==> src/rtl/mem_tp_ctrl.sv <==
// mem_tp_ctrl: sequencing controller in front of a two-port bit-write memory (write port A, registered read port B)
// Ports:
//   clk, reset                        clock and synchronous active-high reset
//   init_req, init_busy               zero-fill sweep request pulse and pending/running flag
//   wr_valid/wr_ready/addr/mask/data  write request channel
//   rd_valid/rd_ready/rd_addr         read request channel
//   rdata_valid/rdata_ready/rdata     2-entry in-order read response buffer
//   mem_ena/wea/addra/dina            memory write port A
//   mem_enb/addrb/doutb               memory read port B, doutb valid the cycle after enb
module mem_tp_ctrl #(
    parameter int MEM_DATAWIDTH = 128,
    parameter int MEM_ADDRWIDTH = 14,
    parameter bit INIT_EN       = 1'b1
) (
    input  logic                     clk,
    input  logic                     reset,
    input  logic                     init_req,
    output logic                     init_busy,
    input  logic                     wr_valid,
    output logic                     wr_ready,
    input  logic [MEM_ADDRWIDTH-1:0] wr_addr,
    input  logic [MEM_DATAWIDTH-1:0] wr_mask,
    input  logic [MEM_DATAWIDTH-1:0] wr_data,
    input  logic                     rd_valid,
    output logic                     rd_ready,
    input  logic [MEM_ADDRWIDTH-1:0] rd_addr,
    output logic                     rdata_valid,
    input  logic                     rdata_ready,
    output logic [MEM_DATAWIDTH-1:0] rdata,
    output logic                     mem_ena,
    output logic [MEM_DATAWIDTH-1:0] mem_wea,
    output logic [MEM_ADDRWIDTH-1:0] mem_addra,
    output logic [MEM_DATAWIDTH-1:0] mem_dina,
    output logic                     mem_enb,
    output logic [MEM_ADDRWIDTH-1:0] mem_addrb,
    input  logic [MEM_DATAWIDTH-1:0] mem_doutb
);
    typedef enum logic {INIT, RUN} state_t;
    state_t                   state;
    logic [MEM_ADDRWIDTH-1:0] cnt;
    logic                     init_pend;
    logic                     inflight;
    logic [1:0]               count;
    logic [MEM_DATAWIDTH-1:0] fifo0, fifo1;
    logic                     in_init, run_ok, wr_fire, rd_fire, pop, space;
    logic [1:0]               slot;

    // reset gating keeps both channels and port A quiet during the reset cycle itself
    assign in_init     = !reset && state == INIT;
    assign run_ok      = !reset && state == RUN && !init_pend;
    assign wr_ready    = run_ok;
    assign wr_fire     = wr_valid && run_ok;
    assign pop         = rdata_valid && rdata_ready;
    // a read may only issue if its response is guaranteed a FIFO slot
    assign space       = ({1'b0, count} + {2'b0, inflight} - {2'b0, pop}) < 3'd2;
    // same-address write wins; the read retries next cycle and sees the new data
    assign rd_ready    = run_ok && space && !(wr_fire && wr_addr == rd_addr);
    assign rd_fire     = rd_valid && rd_ready;
    assign init_busy   = state == INIT || init_pend;
    assign rdata_valid = count != 2'd0;
    assign rdata       = fifo0;
    assign mem_ena     = in_init || wr_fire;
    assign mem_wea     = in_init ? '1 : (wr_fire ? wr_mask : '0);
    assign mem_addra   = in_init ? cnt : wr_addr;
    assign mem_dina    = in_init ? '0 : wr_data;
    assign mem_enb     = rd_fire;
    assign mem_addrb   = rd_addr;
    // FIFO position the incoming response lands in, after any same-cycle pop
    assign slot        = count - {1'b0, pop};

    always_ff @(posedge clk) begin
        if (reset) begin
            state     <= INIT_EN ? INIT : RUN;
            cnt       <= '0;
            init_pend <= 1'b0;
            inflight  <= 1'b0;
            count     <= 2'd0;
        end else begin
            inflight <= rd_fire;
            count    <= count + {1'b0, inflight} - {1'b0, pop};
            if (pop) fifo0 <= fifo1;
            if (inflight && slot == 2'd0) fifo0 <= mem_doutb;
            if (inflight && slot != 2'd0) fifo1 <= mem_doutb;
            if (state == INIT) begin
                cnt <= cnt + 1'b1;
                if (&cnt) state <= RUN;
            end else if (init_pend && !inflight) begin
                state     <= INIT;
                cnt       <= '0;
                init_pend <= 1'b0;
            end else if (init_req) begin
                init_pend <= 1'b1;
            end
        end
    end
endmodule

==> config.mk <==
export PLATFORM = sky130hd
export DESIGN_NAME = mem_tp_ctrl
export DESIGN_NICKNAME = d
export VERILOG_FILES = /design/src/rtl/mem_tp_ctrl.sv
export SDC_FILE = /design/constraint.sdc
export NUM_CORES = 1
export LEC_CHECK = 0
export ABC_AREA = 0
export BUFFER_PORTS_ARGS = -buffer_cell sky130_fd_sc_hd__buf_2
export CAP_MARGIN = 25
export CORE_AREA = 5 5 321 323
export CTS_CLUSTER_SIZE = 8
export DETAILED_ROUTE_END_ITERATION = 8
export DIE_AREA = 0 0 326 328
export PLACE_DENSITY = 0.44
export SYNTH_ARGS = -nofsm -noshare
export SYNTH_HDL_FRONTEND = slang
export SYNTH_SLANG_ARGS = --single-unit
==> constraint.sdc <==
create_clock -name clk -period 10.8 [get_ports clk]
set_clock_uncertainty 0.1 [all_clocks]
set_input_delay 1.08 -clock clk [delete_from_list [all_inputs] [get_ports clk]]
set_output_delay 1.08 -clock clk [all_outputs]
set_load 0.01 [all_outputs]
# Word level (Yosys, flattened, before mapping)
# Cells that the tools add are included.
# op_classes
n_mux	13
reduce_logical	27
addsub	6
order_cmp	1
n_eq_ne	2
n_bitwise	2
# ops
operator	count
2-to-1 mux 128 bit	5
2-to-1 mux 14 bit	3
adder 14 x 1 -> 14 bit (second input constant)	1
== test 14 bit	1
AND reduction 14 bit	1
logical AND 1 bit	12
nonzero test 2 bit	4
AND reduction 2 bit	3
2-to-1 mux 1 bit	5
logical NOT 1 bit	4
subtractor 2 x 1 -> 2 bit	2
adder 2 x 1 -> 3 bit	1
< comparator 3 x 2 -> 1 bit (second input constant)	1
subtractor 3 x 1 -> 3 bit	1
adder 2 x 1 -> 2 bit	1
logical NOT 2 bit	1
logical OR 1 bit	2
!= test 2 x 1 -> 1 bit (second input constant)	1
inverter 1 bit	2
# totals
in_bits	418
regBits	275
word_cells	58

# Depth between registers and ports, before layout
# Gate-level depths: netlist of the first run.
# logic_depth
word_depth	8
ltp_mapped	8
depth_no_buf	7

# Least setup slack after synthesis of the first run
# OpenSTA, ideal clock, no wires.
# synth_path
path_kind	input to register
start	in rdata_ready
end	reg fifo1[0] (enable)
path_buffers	0
required_time_ns	9.901
arrival_ns	10.894
path_slack_ns	-0.993
stages	5
cell_sequence	nand3b_2 ha_1 inv_1 o211a_1 nor3b_1
# synth_via
elab_chain_len	5
# synth_lines
element	line	source
start, declared	28	input logic rdata_ready,
logical AND 1 bit	53	assign pop = rdata_valid && rdata_ready;
subtractor 2 x 1 -> 2 bit	69	assign slot = count - {1'b0, pop};
nonzero test 2 bit	83	if (inflight && slot != 2'd0) fifo1 <= mem_doutb;
logical AND 1 bit	83	
AND reduction 2 bit (no line)	n/a	
end signal, assigned	83	
end, declared	44	logic [MEM_DATAWIDTH-1:0] fifo0, fifo1;
# No other way between the ends.
# A chain may end at the register's enable or synchronous reset.

# Worst setup path in the final report of the first run
# layout_path
start	in reset
end	out mem_wea[59]
# layout_via
elab_chain_len	6
word_cells_on_any_way	7
cone_classes	mux: 2; reduce/logical: 5
# layout_lines
element	line	source
start, declared	16	input logic reset,
logical NOT 1 bit (*)	49, 50	
logical AND 1 bit (2 in a row)	50	assign run_ok = !reset && state == RUN && !init_pend;
logical AND 1 bit	52	assign wr_fire = wr_valid && run_ok;
2-to-1 mux 128 bit	63	assign mem_wea = in_init ? '1 : (wr_fire ? wr_mask : '0);
2-to-1 mux 128 bit (*)	63	
end, declared	31	output logic [MEM_DATAWIDTH-1:0] mem_wea,
# Every way passes the cells marked *; elsewhere a longest branch is shown, timed or not.

==> results.sh, run 1 <==
export IMPL_status="finished clean"
export IMPL_syn_instance_count=907
export IMPL_ys_types=47
export IMPL_die_area_sq_um=107000
export IMPL_areaGrowthSynthToFinish_pct=49.0
export IMPL_clkSinkCount=275
export IMPL_slew_headroom_pct=28.4
export IMPL_internal_power_mw=2.02
export IMPL_hold_class="register to register"
export IMPL_synth_edf_count=256
export IMPL_grt_usage_pct=13.5
export IMPL_critical_path_peak_fanout=93
export IMPL_switching_share_pct=24.3
export IMPL_post_drt_via_cell_ratio=3.59
export IMPL_comb_power_share_pct=11.6
export IMPL_powerDensity_nw_per_um2=134
export IMPL_grt_setup_unrepaired="false"
export IMPL_hold_ws_ns=0.393
export IMPL_grt_pass1_vias=11000
export IMPL_maxCapViolCount=0
export IMPL_grt_pass1_wl_microns=99800
export IMPL_synth_seq_area_share_pct=60.5
export IMPL_p_clk_share_pct=45.0
export IMPL_final_common_cell="buf_2"
export IMPL_syn_area_per_cell_sq_um=14.7
export IMPL_design_area_sq_um=19900
export IMPL_post_cts_resized=0
export IMPL_setup_tns_ns=0
export IMPL_ys_ff_latch=275
export IMPL_synth_flop_cell="edfxtp_1"
export IMPL_htree_levels=2
export IMPL_grt_ovfl_total=0
export IMPL_power_switching_mw=0.648
export IMPL_cp_required_ns=9.62
export IMPL_routedLengthMet1_microns=28000
export IMPL_cp_arrival_ns=3.66
export IMPL_period_minus_slack_ns=4.84
export IMPL_vias=11000
export IMPL_die_x_microns=326
export IMPL_cts_tree="done"
export IMPL_syn_nets=1329
export IMPL_layout_common_cells="buf_2 (835), edfxtp_1 (256), and2_1 (128), o21a_1 (128), mux2_4 (109)"
export IMPL_drc=0
export IMPL_portBuffers=835
export IMPL_antenna_found_initial=80
export IMPL_peakVddDrop_uv=98.2
export IMPL_nFillCells=11100
export IMPL_finalWirelength_microns=77000
export IMPL_cts_setup_buffers=0
export IMPL_p_leak_nw=8.68
export IMPL_critical_path_class="primary input to output port"
export IMPL_die_y_microns=328
export IMPL_drt_iter0_drc=727
export IMPL_setup_violations_final=0
export IMPL_hold_buffers=0
export IMPL_boundaryPins=836
export IMPL_seqPwrFrac_pct=43.5
export IMPL_final_max_slew_violation_count=0
export IMPL_met2WireLength_microns=37100
export IMPL_drive_above_1_share_pct=59.9
export IMPL_drt_wirelength_per_cell_microns=25.2
export IMPL_synth_area_sq_um=13300
export IMPL_rows=116
export IMPL_cp_start_kind="primary input"
export IMPL_cts_clk_slew_worst_paths_ns=0.05
export IMPL_routabilityCongestion=0.939
export IMPL_fin_crit_sh_pct=44.8
export IMPL_grt_max_degree=111
export IMPL_finalCoreUtilization_pct=20.0
export IMPL_numCtsBuffers=42
export IMPL_start_util_pct=13.4
export IMPL_clock_fmax_ghz=0.207
export IMPL_clk_latency_ns=0.56
export IMPL_async_reset_ff_share_pct=0
export IMPL_end_kind="output port"
export IMPL_clk_path_buf_depth=3
export IMPL_wl_met3_microns=9040
export IMPL_cts_root_buf="clkbuf_16"
export IMPL_dp_hpwl_microns=64700
export IMPL_placed_area_sq_um=18600
export IMPL_ant_nets=0
export IMPL_yosys_warnings=0
export IMPL_coreArea_sq_um=99600
export IMPL_top_layer="met5"
export IMPL_worst_pin_slew_ns=1.07
export IMPL_firstDrtPassIters=4
export IMPL_hold_viol_final=0
export IMPL_nNetsFinal=2134
## critical path, stage by stage
cell	delay (ns)
buf_2	0.10
buf_4	0.22
nor3b_4	0.37
nand2_1	0.20
nand2_4	0.37
buf_4	0.78
o21a_1	0.26
buf_2	0.16
## metal layers
metal,vias up,GRT usage [%]
met3,167,7.08
li1,4939,-
met1,5200,14.5
met4,10,6.04
met5,-,0
met2,644,22.2
## power groups by stage
stage | clock network, mW | registers (mW) | logic (mW)
6_report | 1.20 | 1.16 | 0.308
5_1_grt | 1.30 | 1.16 | 0.335
4_1_cts | 1.26 | 1.16 | 0.312
3_5_place_dp | 0 | 1.18 | 0.309
3_3_place_gp | 0 | 1.18 | 0.312
2_1_floorplan | 0 | 1.18 | 0.119
## flip-flops by register name (all words and copies together) (netlist names)
signal and flops:
rdata 128, init_pend 1, fifo1 128, inflight 1, state 1, count 2, cnt 14
## per-stage QoR
| stage | total power [mW] | worst slack [ns] | instances |
|---|---|---|---|
| 6_report | 2.67 | 5.96 | 3051 |
| 5_1_grt | 2.79 | 5.64 | 3036 |
| 4_1_cts | 2.73 | 5.83 | 3021 |
| 3_5_place_dp | 1.49 | 5.25 | 2965 |
| 3_3_place_gp | 1.49 | 5.25 | 2965 |
| 2_1_floorplan | 1.30 | 1.76 | 907 |
## cell type report
| type | count | area [sq um] | share of cell area (%) |
|---|---|---|---|
| multi-input combinational | 542 | 4610 | 23.2 |
| antenna | 29 | 72.6 | 0.365 |
| inverter | 5 | 18.8 | 0.0945 |
| tap | 1298 | 1620 | 8.17 |
| clock buffer | 49 | 1120 | 5.63 |
| clock inverter | 7 | 78.8 | 0.397 |
| timing repair buffer | 846 | 4280 | 21.5 |
| sequential | 275 | 8070 | 40.6 |
## logic make-up (layout without fill, tap and decap cells)
family          Yosys count  after routing  synth area share (%)
compound gates          169            169                  9.08
xor+xnor                 15             15                 0.985
fa+ha+maj                 4              4                 0.432
buf+inv                  90            907                  5.31
flops                   275            275                  60.5
mux                     129            129                  14.0
other cells               0             29                     0
simple gates            225            225                  9.72
## worst paths after layout
kind / from / end / slack [ns] / depth (start not counted)
worst min register to register: cnt[12] / cnt[12] / 0.39 / 1
worst min-delay path: cnt[12] / cnt[12] / 0.39 / 1
worst max register to register: count[0] / rdata[125] / 6.54 / 9
worst max-delay path: reset / mem_wea[59] / 5.96 / 8
## synth_stat cells, types with 2 or more instances
cell type / count / area [sq um]
and4_1: 4 / 35.0
nor2_1: 8 / 30.0
a21oi_1: 12 / 60.1
a41oi_1: 2 / 17.5
buf_2: 14 / 70.1
buf_6: 15 / 169
or3_1: 5 / 31.3
buf_1: 3 / 11.3
o21ai_0: 15 / 75.1
edfxtp_1: 256 / 7690
xnor2_1: 14 / 123
nor3_1: 2 / 10.0
ha_1: 3 / 37.5
nor2b_1: 4 / 25.0
and3_1: 3 / 18.8
buf_12: 11 / 220
mux2_4: 109 / 1640
mux2_2: 19 / 214
dfxtp_1: 19 / 380
nand3_1: 5 / 25.0
buf_4: 16 / 120
a31oi_1: 5 / 31.3
nand4_1: 7 / 43.8
inv_1: 5 / 18.8
nand2_1: 49 / 184
nor4b_1: 2 / 17.5
and2_1: 128 / 801
nand2_2: 2 / 12.5
o21a_1: 128 / 961
clkbuf_1: 25 / 93.8
Note: power is estimated with default switching activity, not from simulation.
==> run 2, diff against run 1 <==
--- a/config.mk
+++ b/config.mk
@@ -8,11 +8,11 @@
 export ABC_AREA = 0
 export BUFFER_PORTS_ARGS = -buffer_cell sky130_fd_sc_hd__buf_2
 export CAP_MARGIN = 25
-export CORE_AREA = 5 5 321 323
+export CORE_AREA = 5 5 327 329
 export CTS_CLUSTER_SIZE = 8
 export DETAILED_ROUTE_END_ITERATION = 8
-export DIE_AREA = 0 0 326 328
-export PLACE_DENSITY = 0.44
+export DIE_AREA = 0 0 332 334
+export PLACE_DENSITY = 0.42
 export SYNTH_ARGS = -nofsm -noshare
 export SYNTH_HDL_FRONTEND = slang
 export SYNTH_SLANG_ARGS = --single-unit
==> constraint.sdc (replaced) <==
create_clock -name clk -period 4.6 [get_ports clk]
set_clock_uncertainty 0.1 [all_clocks]
set_input_delay 0.46 -clock clk [delete_from_list [all_inputs] [get_ports clk]]
set_output_delay 0.46 -clock clk [all_outputs]
set_load 0.01 [all_outputs]
==> run 2 against run 1 <==
Compared with the run above: critical path depth decreased by 3; largest power group is now registers; power rose by 130%; combinational power grew to 2.6 times the previous value; critical endpoint is now mem_dina[52]; design area up 6.8%; count of clock-buffer cells in the layout unchanged; wire length increased by 2.9%; sequential power rose by 130%; sequential share of layout area fell by 2.6 points; final cell count rose by 7.0%.
==> results.sh, run 2 (same netlist as run 1, synthesis figures left out) <==
export IMPL_critical_path_class="register to output port"
export IMPL_critical_path_peak_fanout=98
export IMPL_clock_fmax_ghz=0.273
export IMPL_path_cells="or2_4 > buf_4 > buf_4 > and2_1 > buf_2"
export IMPL_grt_pass1_wl_microns=104000
export IMPL_post_drt_via_cell_ratio=3.51
export IMPL_die_area_sq_um=111000
export IMPL_grt_pass1_vias=11600
export IMPL_dp_hpwl_microns=65800
export IMPL_hold_viol_final=0
export IMPL_ant_nets=0
export IMPL_coreArea_sq_um=103000
export IMPL_grt_ovfl_total=0
export IMPL_cts_clk_slew_worst_paths_ns=0.05
export IMPL_cp_start_kind="register"
export IMPL_post_place_cells=3046
export IMPL_peakVddDrop_uv=205
export IMPL_numCtsBuffers=41
export IMPL_cts_root_buf="clkbuf_16"
export IMPL_nFillCells=11400
export IMPL_routabilityCongestion=0.902
export IMPL_areaGrowthSynthToFinish_pct=59.2
export IMPL_multi_input_area_sq_um=4630
export IMPL_rows=118
export IMPL_layout_cells_non_filler=3264
export IMPL_clk_path_buf_depth=3
export IMPL_critPathMaxStageDelay_ns=0.75
export IMPL_antenna_found_initial=123
export IMPL_cp_slowest_cell="dfxtp_1"
export IMPL_firstDrtPassIters=7
export IMPL_drive_above_1_share_pct=55.8
export IMPL_finalWirelength_microns=79300
export IMPL_drt_iter0_drc=710
export IMPL_ff_latch_area_sq_um=8070
export IMPL_post_cts_resized=0
export IMPL_cp_required_ns=4.04
export IMPL_maxCapViolCount=0
export IMPL_powerDensity_nw_per_um2=293
export IMPL_grt_setup_unrepaired="false"
export IMPL_start_util_pct=12.9
export IMPL_fin_crit_sh_pct=79.7
export IMPL_vias=11400
export IMPL_period_minus_slack_ns=3.67
export IMPL_cpMostUsedCell="buf_4"
export IMPL_setup_slack_ns=0.933
export IMPL_dp_slack_ns=1.25
export IMPL_die_x_microns=332
export IMPL_cp_num_buf_inv=3
export IMPL_boundaryPins=836
export IMPL_final_common_cell="buf_2"
export IMPL_cts_setup_buffers=0
export IMPL_clk_latency_ns=0.55
export IMPL_htree_levels=2
export IMPL_crit_family="buffers and inverters"
export IMPL_p_leak_nw=9.20
export IMPL_final_max_slew_violation_count=0
export IMPL_nNetsFinal=2258
export IMPL_worst_pin_slew_ns=0.995
export IMPL_cts_tree="done"
export IMPL_portBuffers=835
export IMPL_layout_common_cells="buf_2 (835), edfxtp_1 (256), and2_1 (128), o21a_1 (128), dlygate4sd3_1 (126)"
export IMPL_die_y_microns=334
export IMPL_cp_arrival_ns=3.11
export IMPL_end_kind="output port"
export IMPL_drt_wirelength_per_cell_microns=24.3
export IMPL_drc=0
export IMPL_hold_class="primary input to register"
export IMPL_grt_max_degree=148
export IMPL_setup_tns_ns=0
export IMPL_setup_violations_final=0
export IMPL_grt_usage_pct=13.5
export IMPL_slew_headroom_pct=33.7
export IMPL_status="finished clean"
export IMPL_clkSinkCount=275
-- run 2: cell types whose count changed in the layout (fill, tap and decap cells not counted), moves of 2 or more --
cell	previous run	this run
dlygate4sd3_1	0	126
clkbuf_16	43	41
clkinv_1	3	1
clkbuf_1	4	6
buf_12	0	4
buf_4	10	5
diode_2	29	38
-- run 2: final cells by class --
cell class | instances | area share, %
Inverter | 5 | 0.0884
Timing Repair Buffer | 971 | 26.3
Antenna cell | 38 | 0.448
Sequential cell | 275 | 38.0
Clock buffer | 49 | 5.07
Clock inverter | 4 | 0.124
Tap cell | 1380 | 8.14
Multi-Input combinational cell | 542 | 21.8
-- run 2: path summary, 6_finish.rpt --
check	slack, ns	start	cells after the start	endpoint
max reg2reg	1.69	count[1]	7	rdata[5]
max	0.93	state	5	mem_dina[52]
min reg2reg	0.41	cnt[8]	1	cnt[8]
min	0.06	mem_doutb[13]	1	fifo1[13]
-- run 2: what timing repair did --
item                                    in CTS  in global routing
endpoints found under the setup margin       0                  0
hold buffers                               126                  0
hold endpoints to repair                   126                  0
-- run 2: where the power goes --
group	switching (mW)	leakage [nW]	internal (mW)
clock	1.07	0.541	1.62
combinational	0.425	6.21	0.386
sequential	0.00401	2.45	2.72
total	1.50	9.20	4.72
-- run 2: metal layers --
metal  up-vias  wire, microns  GRT usage, %
met3       213           8180          5.79
met5         -            141             0
met4        22           3150          5.11
li1       5198              -             -
met2       743          37800          22.5
met1      5265          30000          15.3
-- run 2: metrics by stage --
stage               utilization, %  instance area, sq um  hold slack (ns)  power (mW)
finish                        20.6                 21200           0.0552        6.22
global route                  20.5                 21200           0.0195        6.52
CTS                           20.4                 21100           0.0150        6.38
detailed placement            18.2                 18700            0.392        3.49
global placement              18.2                 18700            0.394        3.49
floorplan                        -                 13400            0.352        3.05
